--- src/rtl/alu_cmd_sequencer_if.sv ---
// Command, ALU-drive and response signals of the ALU command sequencer.
// master: the sequencer itself; slave: the front-end, ALU and response consumer.
interface alu_cmd_sequencer_if #(
    parameter int unsigned WIDTH = 16,
    parameter int unsigned NREG  = 8
);
    localparam int unsigned AW = $clog2(NREG);

    logic             cmd_valid;
    logic             cmd_ready;
    logic             cmd_ld;
    logic [3:0]       cmd_op;
    logic [AW-1:0]    cmd_rd;
    logic [AW-1:0]    cmd_ra;
    logic [AW-1:0]    cmd_rb;
    logic [WIDTH-1:0] cmd_imm;

    logic [WIDTH-1:0] alu_a;
    logic [WIDTH-1:0] alu_b;
    logic [3:0]       alu_sel;
    logic [WIDTH-1:0] alu_out;

    logic             rsp_valid;
    logic             rsp_ready;
    logic [WIDTH-1:0] rsp_data;
    logic [AW-1:0]    rsp_rd;
    logic             rsp_zero;
    logic             rsp_err;
    logic [15:0]      op_count;

    modport master (
        input  cmd_valid, cmd_ld, cmd_op, cmd_rd, cmd_ra, cmd_rb, cmd_imm, alu_out, rsp_ready,
        output cmd_ready, alu_a, alu_b, alu_sel, rsp_valid, rsp_data, rsp_rd, rsp_zero,
               rsp_err, op_count
    );

    modport slave (
        output cmd_valid, cmd_ld, cmd_op, cmd_rd, cmd_ra, cmd_rb, cmd_imm, alu_out, rsp_ready,
        input  cmd_ready, alu_a, alu_b, alu_sel, rsp_valid, rsp_data, rsp_rd, rsp_zero,
               rsp_err, op_count
    );
endinterface

--- src/rtl/alu_cmd_sequencer.sv ---
// Sequences load / ALU-op commands against an 8x16 register file and an external
// combinational ALU, returning one response per command.
module alu_cmd_sequencer #(
    parameter int unsigned WIDTH = 16,
    parameter int unsigned NREG  = 8
) (
    input logic                 clk,
    input logic                 rst,
    alu_cmd_sequencer_if.master bus_io
);
    localparam int unsigned AW = $clog2(NREG);

    typedef enum logic [1:0] {StIdle, StIssue, StCapture, StResp} state_e;

    state_e           state_q, state_d;
    logic [WIDTH-1:0] rf_q [NREG];
    logic [WIDTH-1:0] rf_d [NREG];
    logic [WIDTH-1:0] alu_a_q, alu_a_d;
    logic [WIDTH-1:0] alu_b_q, alu_b_d;
    logic [3:0]       alu_sel_q, alu_sel_d;
    logic [WIDTH-1:0] rsp_data_q, rsp_data_d;
    logic [AW-1:0]    rsp_rd_q, rsp_rd_d;
    logic             rsp_err_q, rsp_err_d;
    logic [15:0]      op_count_q, op_count_d;

    always_ff @(posedge clk) begin
        if (rst) begin
            state_q    <= StIdle;
            rf_q       <= '{default: '0};
            alu_a_q    <= '0;
            alu_b_q    <= '0;
            alu_sel_q  <= '0;
            rsp_data_q <= '0;
            rsp_rd_q   <= '0;
            rsp_err_q  <= 1'b0;
            op_count_q <= '0;
        end else begin
            state_q    <= state_d;
            rf_q       <= rf_d;
            alu_a_q    <= alu_a_d;
            alu_b_q    <= alu_b_d;
            alu_sel_q  <= alu_sel_d;
            rsp_data_q <= rsp_data_d;
            rsp_rd_q   <= rsp_rd_d;
            rsp_err_q  <= rsp_err_d;
            op_count_q <= op_count_d;
        end
    end

    always_comb begin
        state_d    = state_q;
        rf_d       = rf_q;
        alu_a_d    = alu_a_q;
        alu_b_d    = alu_b_q;
        alu_sel_d  = alu_sel_q;
        rsp_data_d = rsp_data_q;
        rsp_rd_d   = rsp_rd_q;
        rsp_err_d  = rsp_err_q;
        op_count_d = op_count_q;

        unique case (state_q)
            StIdle: begin
                if (bus_io.cmd_valid) begin
                    // rsp_rd doubles as the latched destination for the CAPTURE write-back
                    rsp_rd_d = bus_io.cmd_rd;
                    if (bus_io.cmd_ld) begin
                        rf_d[bus_io.cmd_rd] = bus_io.cmd_imm;
                        rsp_data_d          = bus_io.cmd_imm;
                        rsp_err_d           = 1'b0;
                        state_d             = StResp;
                    end else begin
                        alu_a_d   = rf_q[bus_io.cmd_ra];
                        alu_b_d   = rf_q[bus_io.cmd_rb];
                        alu_sel_d = bus_io.cmd_op;
                        rsp_err_d = (bus_io.cmd_op >= 4'b1010);
                        state_d   = StIssue;
                    end
                end
            end
            StIssue: state_d = StCapture;
            StCapture: begin
                rf_d[rsp_rd_q] = bus_io.alu_out;
                rsp_data_d     = bus_io.alu_out;
                state_d        = StResp;
            end
            StResp: begin
                if (bus_io.rsp_ready) begin
                    op_count_d = op_count_q + 16'd1;
                    state_d    = StIdle;
                end
            end
            default: state_d = StIdle;
        endcase
    end

    assign bus_io.cmd_ready = (state_q == StIdle);
    assign bus_io.rsp_valid = (state_q == StResp);
    assign bus_io.alu_a     = alu_a_q;
    assign bus_io.alu_b     = alu_b_q;
    assign bus_io.alu_sel   = alu_sel_q;
    assign bus_io.rsp_data  = rsp_data_q;
    assign bus_io.rsp_rd    = rsp_rd_q;
    assign bus_io.rsp_zero  = (rsp_data_q == '0);
    assign bus_io.rsp_err   = rsp_err_q;
    assign bus_io.op_count  = op_count_q;
endmodule

--- src/flat_wrapper.sv ---
// flat-port wrapper written by rule: the top's interface ports become plain ports
module alu_cmd_sequencer_flat 
#(
    parameter int unsigned WIDTH = 16,
    parameter int unsigned NREG  = 8
)
  (clk, rst, bus_io_cmd_valid, bus_io_cmd_ld, bus_io_cmd_op, bus_io_cmd_rd, bus_io_cmd_ra, bus_io_cmd_rb, bus_io_cmd_imm, bus_io_alu_out, bus_io_rsp_ready, bus_io_cmd_ready, bus_io_alu_a, bus_io_alu_b, bus_io_alu_sel, bus_io_rsp_valid, bus_io_rsp_data, bus_io_rsp_rd, bus_io_rsp_zero, bus_io_rsp_err, bus_io_op_count);
  alu_cmd_sequencer_if #(.WIDTH(WIDTH), .NREG(NREG)) bus_io_i ();
  input logic clk;
  input logic rst;
  input wire logic [$bits(bus_io_i.cmd_valid)-1:0] bus_io_cmd_valid;
  input wire logic [$bits(bus_io_i.cmd_ld)-1:0] bus_io_cmd_ld;
  input wire logic [$bits(bus_io_i.cmd_op)-1:0] bus_io_cmd_op;
  input wire logic [$bits(bus_io_i.cmd_rd)-1:0] bus_io_cmd_rd;
  input wire logic [$bits(bus_io_i.cmd_ra)-1:0] bus_io_cmd_ra;
  input wire logic [$bits(bus_io_i.cmd_rb)-1:0] bus_io_cmd_rb;
  input wire logic [$bits(bus_io_i.cmd_imm)-1:0] bus_io_cmd_imm;
  input wire logic [$bits(bus_io_i.alu_out)-1:0] bus_io_alu_out;
  input wire logic [$bits(bus_io_i.rsp_ready)-1:0] bus_io_rsp_ready;
  output wire logic [$bits(bus_io_i.cmd_ready)-1:0] bus_io_cmd_ready;
  output wire logic [$bits(bus_io_i.alu_a)-1:0] bus_io_alu_a;
  output wire logic [$bits(bus_io_i.alu_b)-1:0] bus_io_alu_b;
  output wire logic [$bits(bus_io_i.alu_sel)-1:0] bus_io_alu_sel;
  output wire logic [$bits(bus_io_i.rsp_valid)-1:0] bus_io_rsp_valid;
  output wire logic [$bits(bus_io_i.rsp_data)-1:0] bus_io_rsp_data;
  output wire logic [$bits(bus_io_i.rsp_rd)-1:0] bus_io_rsp_rd;
  output wire logic [$bits(bus_io_i.rsp_zero)-1:0] bus_io_rsp_zero;
  output wire logic [$bits(bus_io_i.rsp_err)-1:0] bus_io_rsp_err;
  output wire logic [$bits(bus_io_i.op_count)-1:0] bus_io_op_count;
  assign bus_io_i.cmd_valid = bus_io_cmd_valid;
  assign bus_io_i.cmd_ld = bus_io_cmd_ld;
  assign bus_io_i.cmd_op = bus_io_cmd_op;
  assign bus_io_i.cmd_rd = bus_io_cmd_rd;
  assign bus_io_i.cmd_ra = bus_io_cmd_ra;
  assign bus_io_i.cmd_rb = bus_io_cmd_rb;
  assign bus_io_i.cmd_imm = bus_io_cmd_imm;
  assign bus_io_i.alu_out = bus_io_alu_out;
  assign bus_io_i.rsp_ready = bus_io_rsp_ready;
  assign bus_io_cmd_ready = bus_io_i.cmd_ready;
  assign bus_io_alu_a = bus_io_i.alu_a;
  assign bus_io_alu_b = bus_io_i.alu_b;
  assign bus_io_alu_sel = bus_io_i.alu_sel;
  assign bus_io_rsp_valid = bus_io_i.rsp_valid;
  assign bus_io_rsp_data = bus_io_i.rsp_data;
  assign bus_io_rsp_rd = bus_io_i.rsp_rd;
  assign bus_io_rsp_zero = bus_io_i.rsp_zero;
  assign bus_io_rsp_err = bus_io_i.rsp_err;
  assign bus_io_op_count = bus_io_i.op_count;
  alu_cmd_sequencer #(.WIDTH(WIDTH), .NREG(NREG)) u_core (.clk(clk), .rst(rst), .bus_io(bus_io_i));
endmodule
--- config.mk ---
export PLATFORM = sky130hd
export DESIGN_NAME = alu_cmd_sequencer_flat
export DESIGN_NICKNAME = d
export VERILOG_FILES = /design/src/rtl/alu_cmd_sequencer_if.sv /design/src/rtl/alu_cmd_sequencer.sv /design/src/flat_wrapper.sv
export SDC_FILE = /design/constraint.sdc
export NUM_CORES = 1
export LEC_CHECK = 0
export BUFFER_PORTS_ARGS = -buffer_cell sky130_fd_sc_hd__clkbuf_2
export CORE_ASPECT_RATIO = 1.1
export CORE_MARGIN = 8
export CORE_UTILIZATION = 55
export DETAILED_ROUTE_END_ITERATION = 8
export PLACE_DENSITY = 0.88
export SLEW_MARGIN = 20
export SYNTH_ARGS = -nofsm -noshare
export SYNTH_HDL_FRONTEND = slang
export SYNTH_SLANG_ARGS = --single-unit
export TNS_END_PERCENT = 1
--- constraint.sdc ---
create_clock -name clk -period 2.5 [get_ports clk]
set_input_delay 0.25 -clock clk [delete_from_list [all_inputs] [get_ports clk]]
set_output_delay 0.25 -clock clk [all_outputs]
set_load 0.05 [all_outputs]
==> out/metrics.cfg, run 1 <==
[run_status]
run_status=finished clean

[clocking]
ctsRootBufferMaster=sky130_fd_sc_hd__clkbuf_16
htreeDepth=1
clk_pin_slew_worst_paths_ns=0.06
cts_tree=done
worstSkewPairLatency_ns=0.51
clock-sinks=202
cts-root-to-sink-buffers=3
tritoncts.num_buffers=21
postCtsSetupRepairBufs=0

[logic_synthesis]
synthTopCellsByArea=sky130_fd_sc_hd__dfxtp_1 (37%), sky130_fd_sc_hd__mux4_2 (13%), sky130_fd_sc_hd__nor2_1 (12%), sky130_fd_sc_hd__a22oi_1 (8.8%), sky130_fd_sc_hd__nor3_1 (5.6%)
syn-mean-instance-area_um2=8.86
netlist.area_leader.share_pct=37.1
synth_compound_area_share_pct=13.5
syn-num-nets=1287
synth_xor_area_share_pct=1.04
postSynthRegisterBits=202
synth_top_family_by_area=simple AND/OR/NAND/NOR gates
synth_enable_flop_cells=0
synth-warning-count=0
postSynth.asyncResetShare_pct=0
ys.flop_type=sky130_fd_sc_hd__dfxtp_1
mappedNetlistArea_um2=10900
fraction_of_the_mapped_netlist_area_in_simple_logic_gates_pct=27.2
synth-adder-area-share_pct=0.573
mux_contribution_to_synthesized_area_pct=15.3
synth_sequential_area_ratio_pct=37.1
netlist_instances=1232
yosysTopAreaCell=sky130_fd_sc_hd__dfxtp_1
synth_cell_type_count=44

[floorplan]
row_count=54
fp.dieW_um=150
die_h_um=164
io_pins=125
dieArea_um2=24600
coreArea_um2=19700
start_util_pct=55.5

[pwr]
switching_share_pct=41.6
cellPowerDensity_nw_per_um2=907
ir_drop_mv=0.796
power_frac_comb_pct=39.6
power.leakage_nw=4.63
power_frac_seq_pct=35.0
clockPowerShare_pct=25.4
power_report.internal_total_w=0.00668
net_switching_power_w=0.00475

[setup_path]
critical_path.max_fanout=88
path_cells=inv_1 -> ha_2 -> buf_12 -> mux2i_4 -> or2_4 -> buf_12 -> nor2_1 -> nor3_1
cpPeakStageDelay_ns=0.35
crit_required_ns=2.90
cp_slowest_cell=sky130_fd_sc_hd__dfxtp_1
worstRegToRegCells=8
startpoint_type=flop
crit_top_cell=sky130_fd_sc_hd__buf_12
timing.critical_path.arrival_ns=2.67
worstSetupEndpointType=flop
critPathKind=reg2reg

[route]
detail_route.drc_violations=0
detailroute.wirelength.met3_um=4790
detail_route.vias_per_cell=6.84
met1Wirelength_um=13400
firstDrtPassIters=9
wl_final_um=36200
first_iter_violations=1816
routed-wl-met2_um=15800
drt.antenna.violating_nets=0
num_vias=10900
post_drt_wl_per_cell_um=22.8
route.top_layer_used=met4

[hold_path]
hp-class=in2reg
whs_path_depth=3

[grt]
pin_count_of_the_biggest_net_entering_global_routing=89
groute.usage.overall_pct=29.3
overflow=0
grt_pass1_vias=11100
number_of_antenna_violations_at_the_first_check_in_global_routing=0
grt_pass1_wl_um=57400

[layout]
nNetsFinal=1380
antenna_cells=0
layout.filler_cells=1495
synthToLayoutAreaGrowth_pct=15.5
most-common-layout-cells=sky130_fd_sc_hd__nor2_1 (342), sky130_fd_sc_hd__dfxtp_1 (202), sky130_fd_sc_hd__a22oi_1 (128)
layout.cells.most_common=sky130_fd_sc_hd__nor2_1
final_layout_size_suffix_gt1_share_pct=25.9

[sta]
fmaxAchievable_ghz=0.440
slew-limit-headroom_pct=44.4
hold_ws_ns=0.00602
min_period_over_period_pct=90.8
fin_skew_ns=0.0186
finalMaxSlewViolations=0
rsz0062_at_grt=no
tns_ns=0
tightestPinTransition_ns=0.830
number_of_setup_violations_in_the_final_report=0
hold_viol=0
min_period_ns=2.27

[placement]
hpwl_um=24000
portbufs=124
place_congestion=0.934

[job]
maxCapViolCount=0

-- cell families (layout without fill, tap and decap cells) --
group	count (synthesis)	count (layout)
and+or+nand+nor	599	599
DFF	202	202
AOI/OAI and AO/OA	196	196
buffers and inverters	131	235
muxes	86	86
xor gates and xnor gates	13	13
adders and majority gates	5	5
-- metal layers --
layer  global-route usage (%)  vias to the layer above
met5                        0                        -
met2                     43.8                      910
met1                     36.9                     5042
met3                     8.43                      256
met4                     17.6                        0
li1                         -                     4657
-- registers in the layout, indices dropped and copies added (netlist names) --
signal / cells
u_core.bus_io.rsp_rd: 3
u_core.bus_io.rsp_data: 16
u_core.bus_io.op_count: 16
u_core.bus_io.alu_b: 16
u_core.rf_q: 128
u_core.bus_io.alu_sel: 4
u_core.bus_io.alu_a: 16
u_core.bus_io.rsp_err: 1
u_core.state_q: 2
-- timing repair --
item	in CTS	in global routing
setup endpoints to repair	0	0
hold buffers	1	0
endpoints found under the hold margin	1	0
resized for setup	0	0
-- layout make-up --
type | instances | area (um^2) | share of cell area (%)
Sequential cell | 202 | 4040 | 32.1
Tap cell | 252 | 315 | 2.50
Inverter | 3 | 11.3 | 0.0893
Multi-Input combinational cell | 899 | 6310 | 50.1
Timing Repair Buffer | 198 | 1310 | 10.4
Clock inverter | 2 | 13.8 | 0.109
Clock buffer | 32 | 597 | 4.74
-- final timing paths --
path / from / slack (ns) / endpoint
worst max register to register: u_core.state_q[0] / 0.23 / u_core.rf_q[78]
worst min register to register: u_core.bus_io.alu_a[3] / 0.49 / u_core.bus_io.alu_a[3]
worst min-delay path: bus_io_cmd_op[2] / 0.006 / u_core.bus_io.alu_sel[2]
worst max-delay path: u_core.state_q[0] / 0.23 / u_core.rf_q[78]
-- critical path: cells and delay by family (launching register included) --
family / cells / cell delay (ns)
adders and majority gates: 1 / 0.27
muxes: 1 / 0.32
buffers and inverters: 3 / 0.61
DFF: 1 / 0.35
and+or+nand+nor: 3 / 0.54
-- per-stage QoR --
stage	cell area (um^2)	total power, W	cells	util, %	setup slack (ns)
after detailed placement	12000	0.00844	1553	60.9	0.318
after CTS	12600	0.0113	1588	64.1	0.268
final	12600	0.0114	1588	64.1	0.229
after floorplan	10900	0.00725	1232	-	0.105
after global placement	12000	0.00830	1553	60.9	0.313
after global routing	12600	0.0119	1588	64.1	0.0847
-- Yosys cell counts (4+ instances only) --
library cell / n
sky130_fd_sc_hd__nor2_1: 343
sky130_fd_sc_hd__dfxtp_1: 202
sky130_fd_sc_hd__a22oi_1: 128
sky130_fd_sc_hd__nor3_1: 123
sky130_fd_sc_hd__mux4_2: 64
sky130_fd_sc_hd__clkbuf_1: 61
sky130_fd_sc_hd__buf_2: 40
sky130_fd_sc_hd__nor3_2: 40
sky130_fd_sc_hd__o22ai_1: 32
sky130_fd_sc_hd__buf_1: 22
sky130_fd_sc_hd__mux2i_1: 21
sky130_fd_sc_hd__a211oi_1: 18
sky130_fd_sc_hd__nor2b_1: 17
sky130_fd_sc_hd__nand2_1: 11
sky130_fd_sc_hd__xor2_1: 11
sky130_fd_sc_hd__nand4_1: 10
sky130_fd_sc_hd__a21oi_1: 8
sky130_fd_sc_hd__nand3_1: 8
sky130_fd_sc_hd__and3b_1: 7
sky130_fd_sc_hd__and4_1: 5
sky130_fd_sc_hd__ha_1: 5
sky130_fd_sc_hd__nor3b_2: 5
sky130_fd_sc_hd__nor4_1: 5
sky130_fd_sc_hd__a211oi_2: 4
sky130_fd_sc_hd__a211oi_4: 4
sky130_fd_sc_hd__nand4b_1: 4
sky130_fd_sc_hd__nand4bb_1: 4
-- power groups by stage --
| stage | Clock (W) | Combinational [W] | Sequential [W] |
|---|---|---|---|
| 6_report | 0.00291 | 0.00452 | 0.00400 |
| 5_1_grt | 0.00304 | 0.00480 | 0.00405 |
| 3_5_place_dp | 0 | 0.00439 | 0.00405 |
| 3_3_place_gp | 0 | 0.00429 | 0.00401 |
| 2_1_floorplan | 0 | 0.00255 | 0.00470 |
| 4_1_cts | 0.00290 | 0.00442 | 0.00398 |
No activity file was read; power rests on OpenSTA's default activity.
==> inputs of run 2 (changes only) <==
CORE_ASPECT_RATIO = unset   (was 1.1)
SLEW_MARGIN = 40   (was 20)
==> out/metrics.cfg, run 2 (same netlist as run 1, synthesis figures left out) <==
[run_status]
run_status=finished clean  ; unchanged

[grt]
overflow=0  ; unchanged
grt_pass1_vias=10300  ; was 11100
pin_count_of_the_biggest_net_entering_global_routing=69  ; was 89
number_of_antenna_violations_at_the_first_check_in_global_routing=0  ; unchanged
grt_pass1_wl_um=54900  ; was 57400 um
groute.usage.overall_pct=28.1  ; was 29.3%

[route]
firstDrtPassIters=7  ; was 9
first_iter_violations=1565  ; was 1816
detail_route.vias_per_cell=6.58  ; was 6.84
wl_final_um=35300  ; was 36200 um
drt.antenna.violating_nets=0  ; unchanged
num_vias=10500  ; was 10900
post_drt_wl_per_cell_um=22.0  ; was 22.8 um
detail_route.drc_violations=0  ; unchanged

[layout]
most-common-layout-cells=sky130_fd_sc_hd__nor2_1 (342), sky130_fd_sc_hd__dfxtp_1 (202), sky130_fd_sc_hd__a22oi_1 (128)  ; unchanged
layout.filler_cells=1509  ; was 1495
antenna_cells=0  ; unchanged
layout.core_utilization_pct=65.3  ; was 64.1%
final_layout_size_suffix_gt1_share_pct=26.0  ; was 25.9%
largest_reg_flops=128  ; unchanged
sequential_cell_area_um2=4040  ; unchanged
layout.cells.most_common=sky130_fd_sc_hd__nor2_1  ; unchanged
largest_register=u_core.rf_q  ; unchanged
multi_input_area_um2=6310  ; unchanged
nNetsFinal=1376  ; was 1380
stdcell_count=1601  ; was 1588
synthToLayoutAreaGrowth_pct=16.4  ; was 15.5%

[clocking]
clk_pin_slew_worst_paths_ns=0.06  ; about the same
tritoncts.num_buffers=22  ; was 21
cts-resized-gates=0  ; unchanged
htreeDepth=1  ; unchanged
worstSkewPairLatency_ns=0.51  ; about the same
ctsRootBufferMaster=sky130_fd_sc_hd__clkbuf_16  ; unchanged
clock-sinks=202  ; unchanged
cts_tree=done  ; unchanged
cts-root-to-sink-buffers=3  ; unchanged

[sta]
min_period_over_period_pct=94.4  ; was 90.8%
number_of_setup_violations_in_the_final_report=0  ; unchanged
tns_ns=0  ; unchanged
hold_ws_ns=0.0139  ; was 0.00602 ns
finalMaxSlewViolations=0  ; unchanged
slew-limit-headroom_pct=52.4  ; was 44.4%
min_period_ns=2.36  ; was 2.27 ns
fin_skew_ns=0.00873  ; was 0.0186 ns
fmaxAchievable_ghz=0.424  ; was 0.440 GHz
hold_viol=0  ; unchanged
tightestPinTransition_ns=0.711  ; was 0.830 ns
rsz0062_at_grt=no  ; unchanged

[pwr]
power.leakage_nw=4.67  ; was 4.63 nW
cellPowerDensity_nw_per_um2=946  ; was 907 nW/um^2
clockPowerShare_pct=28.6  ; was 25.4%
power_frac_seq_pct=33.6  ; was 35.0%
net_switching_power_w=0.00480  ; was 0.00475 W
power_frac_comb_pct=37.8  ; was 39.6%
power_report.internal_total_w=0.00721  ; was 0.00668 W
switching_share_pct=40.0  ; was 41.6%
ir_drop_mv=0.804  ; was 0.796 mV
report.power.total_w=0.0120  ; was 0.0114 W

[floorplan]
io_pins=125  ; unchanged
row_count=51  ; was 54
dieArea_um2=24600  ; about the same
die_h_um=157  ; was 164 um
start_util_pct=56.1  ; was 55.5%
fp.dieW_um=157  ; was 150 um
coreArea_um2=19500  ; was 19700 um^2

[setup_path]
startpoint_type=flop  ; unchanged
critPathKind=reg2reg  ; unchanged
crit_required_ns=2.92  ; was 2.90 ns
worstSetupEndpointType=flop  ; unchanged
timing.critical_path.arrival_ns=2.78  ; was 2.67 ns
worstRegToRegCells=8  ; unchanged
critical_path.max_fanout=18  ; was 88

[job]
maxCapViolCount=0  ; unchanged

[placement]
hpwl_um=22100  ; was 24000 um
placed_cells_incl_taps=1556  ; was 1553
portbufs=124  ; unchanged
place_congestion=0.879  ; was 0.934

[hold_path]
hp-class=in2reg  ; unchanged
whs_path_depth=3  ; unchanged

[run 2: worst paths after layout]
path,to,slack (ns),startpoint
worst max-delay path,u_core.rf_q[82],0.14,u_core.state_q[0]
worst min-delay path,u_core.bus_io.alu_sel[1],0.01,bus_io_cmd_op[1]
worst max register to register,u_core.rf_q[82],0.14,u_core.state_q[0]
worst min register to register,u_core.bus_io.alu_a[14],0.49,u_core.bus_io.alu_a[14]
[run 2: critical path, cell delays in order (launching register included)]
cell and delay (ns):
sky130_fd_sc_hd__dfxtp_1 0.32, sky130_fd_sc_hd__inv_1 0.10, sky130_fd_sc_hd__ha_2 0.27, sky130_fd_sc_hd__buf_4 0.24, sky130_fd_sc_hd__or4bb_1 0.47, sky130_fd_sc_hd__a211oi_4 0.25
sky130_fd_sc_hd__buf_4 0.34, sky130_fd_sc_hd__nor2_1 0.10, sky130_fd_sc_hd__nor3_1 0.17
[run 2: area by class of cell]
type	instances	area share, %
multi-input combinational	899	49.7
sequential	202	31.8
timing repair buffer	193	9.82
clock buffer	33	5.14
tap	265	2.61
clock inverter	6	0.827
inverter	3	0.0886
[run 2: metrics by stage]
stage                     area [um^2]  worst slack, ns
after detailed placement        11900            0.135
after global placement          11900            0.237
after floorplan                 10900            0.105
after CTS                       12700           0.0636
final                           12700            0.140
after global routing            12700           0.0160
[run 2: routing by layer]
layer / wire [um] / vias to the layer above / track usage (%)
li1: - / 4650 / -
met2: 15100 / 863 / 42.3
met4: 1740 / 0 / 12.9
met1: 13300 / 4854 / 36.7
met5: 0 / - / 0
met3: 5110 / 172 / 7.78
[run 2: what timing repair did]
| item | 4_1_cts | 5_1_grt |
|---|---|---|
| hold buffers | 1 | 0 |
| setup endpoints to repair | 0 | 37 |
| buffers inserted | 0 | 5 |
| endpoints found under the hold margin | 1 | 0 |
[run 2: power by group through the flow]
stage / clock (W) / sequential [W] / combinational (W)
after floorplan: 0 / 0.00470 / 0.00255
after global placement: 0 / 0.00405 / 0.00429
after detailed placement: 0 / 0.00409 / 0.00437
after CTS: 0.00344 / 0.00402 / 0.00440
after global routing: 0.00357 / 0.00409 / 0.00482
final: 0.00343 / 0.00404 / 0.00455
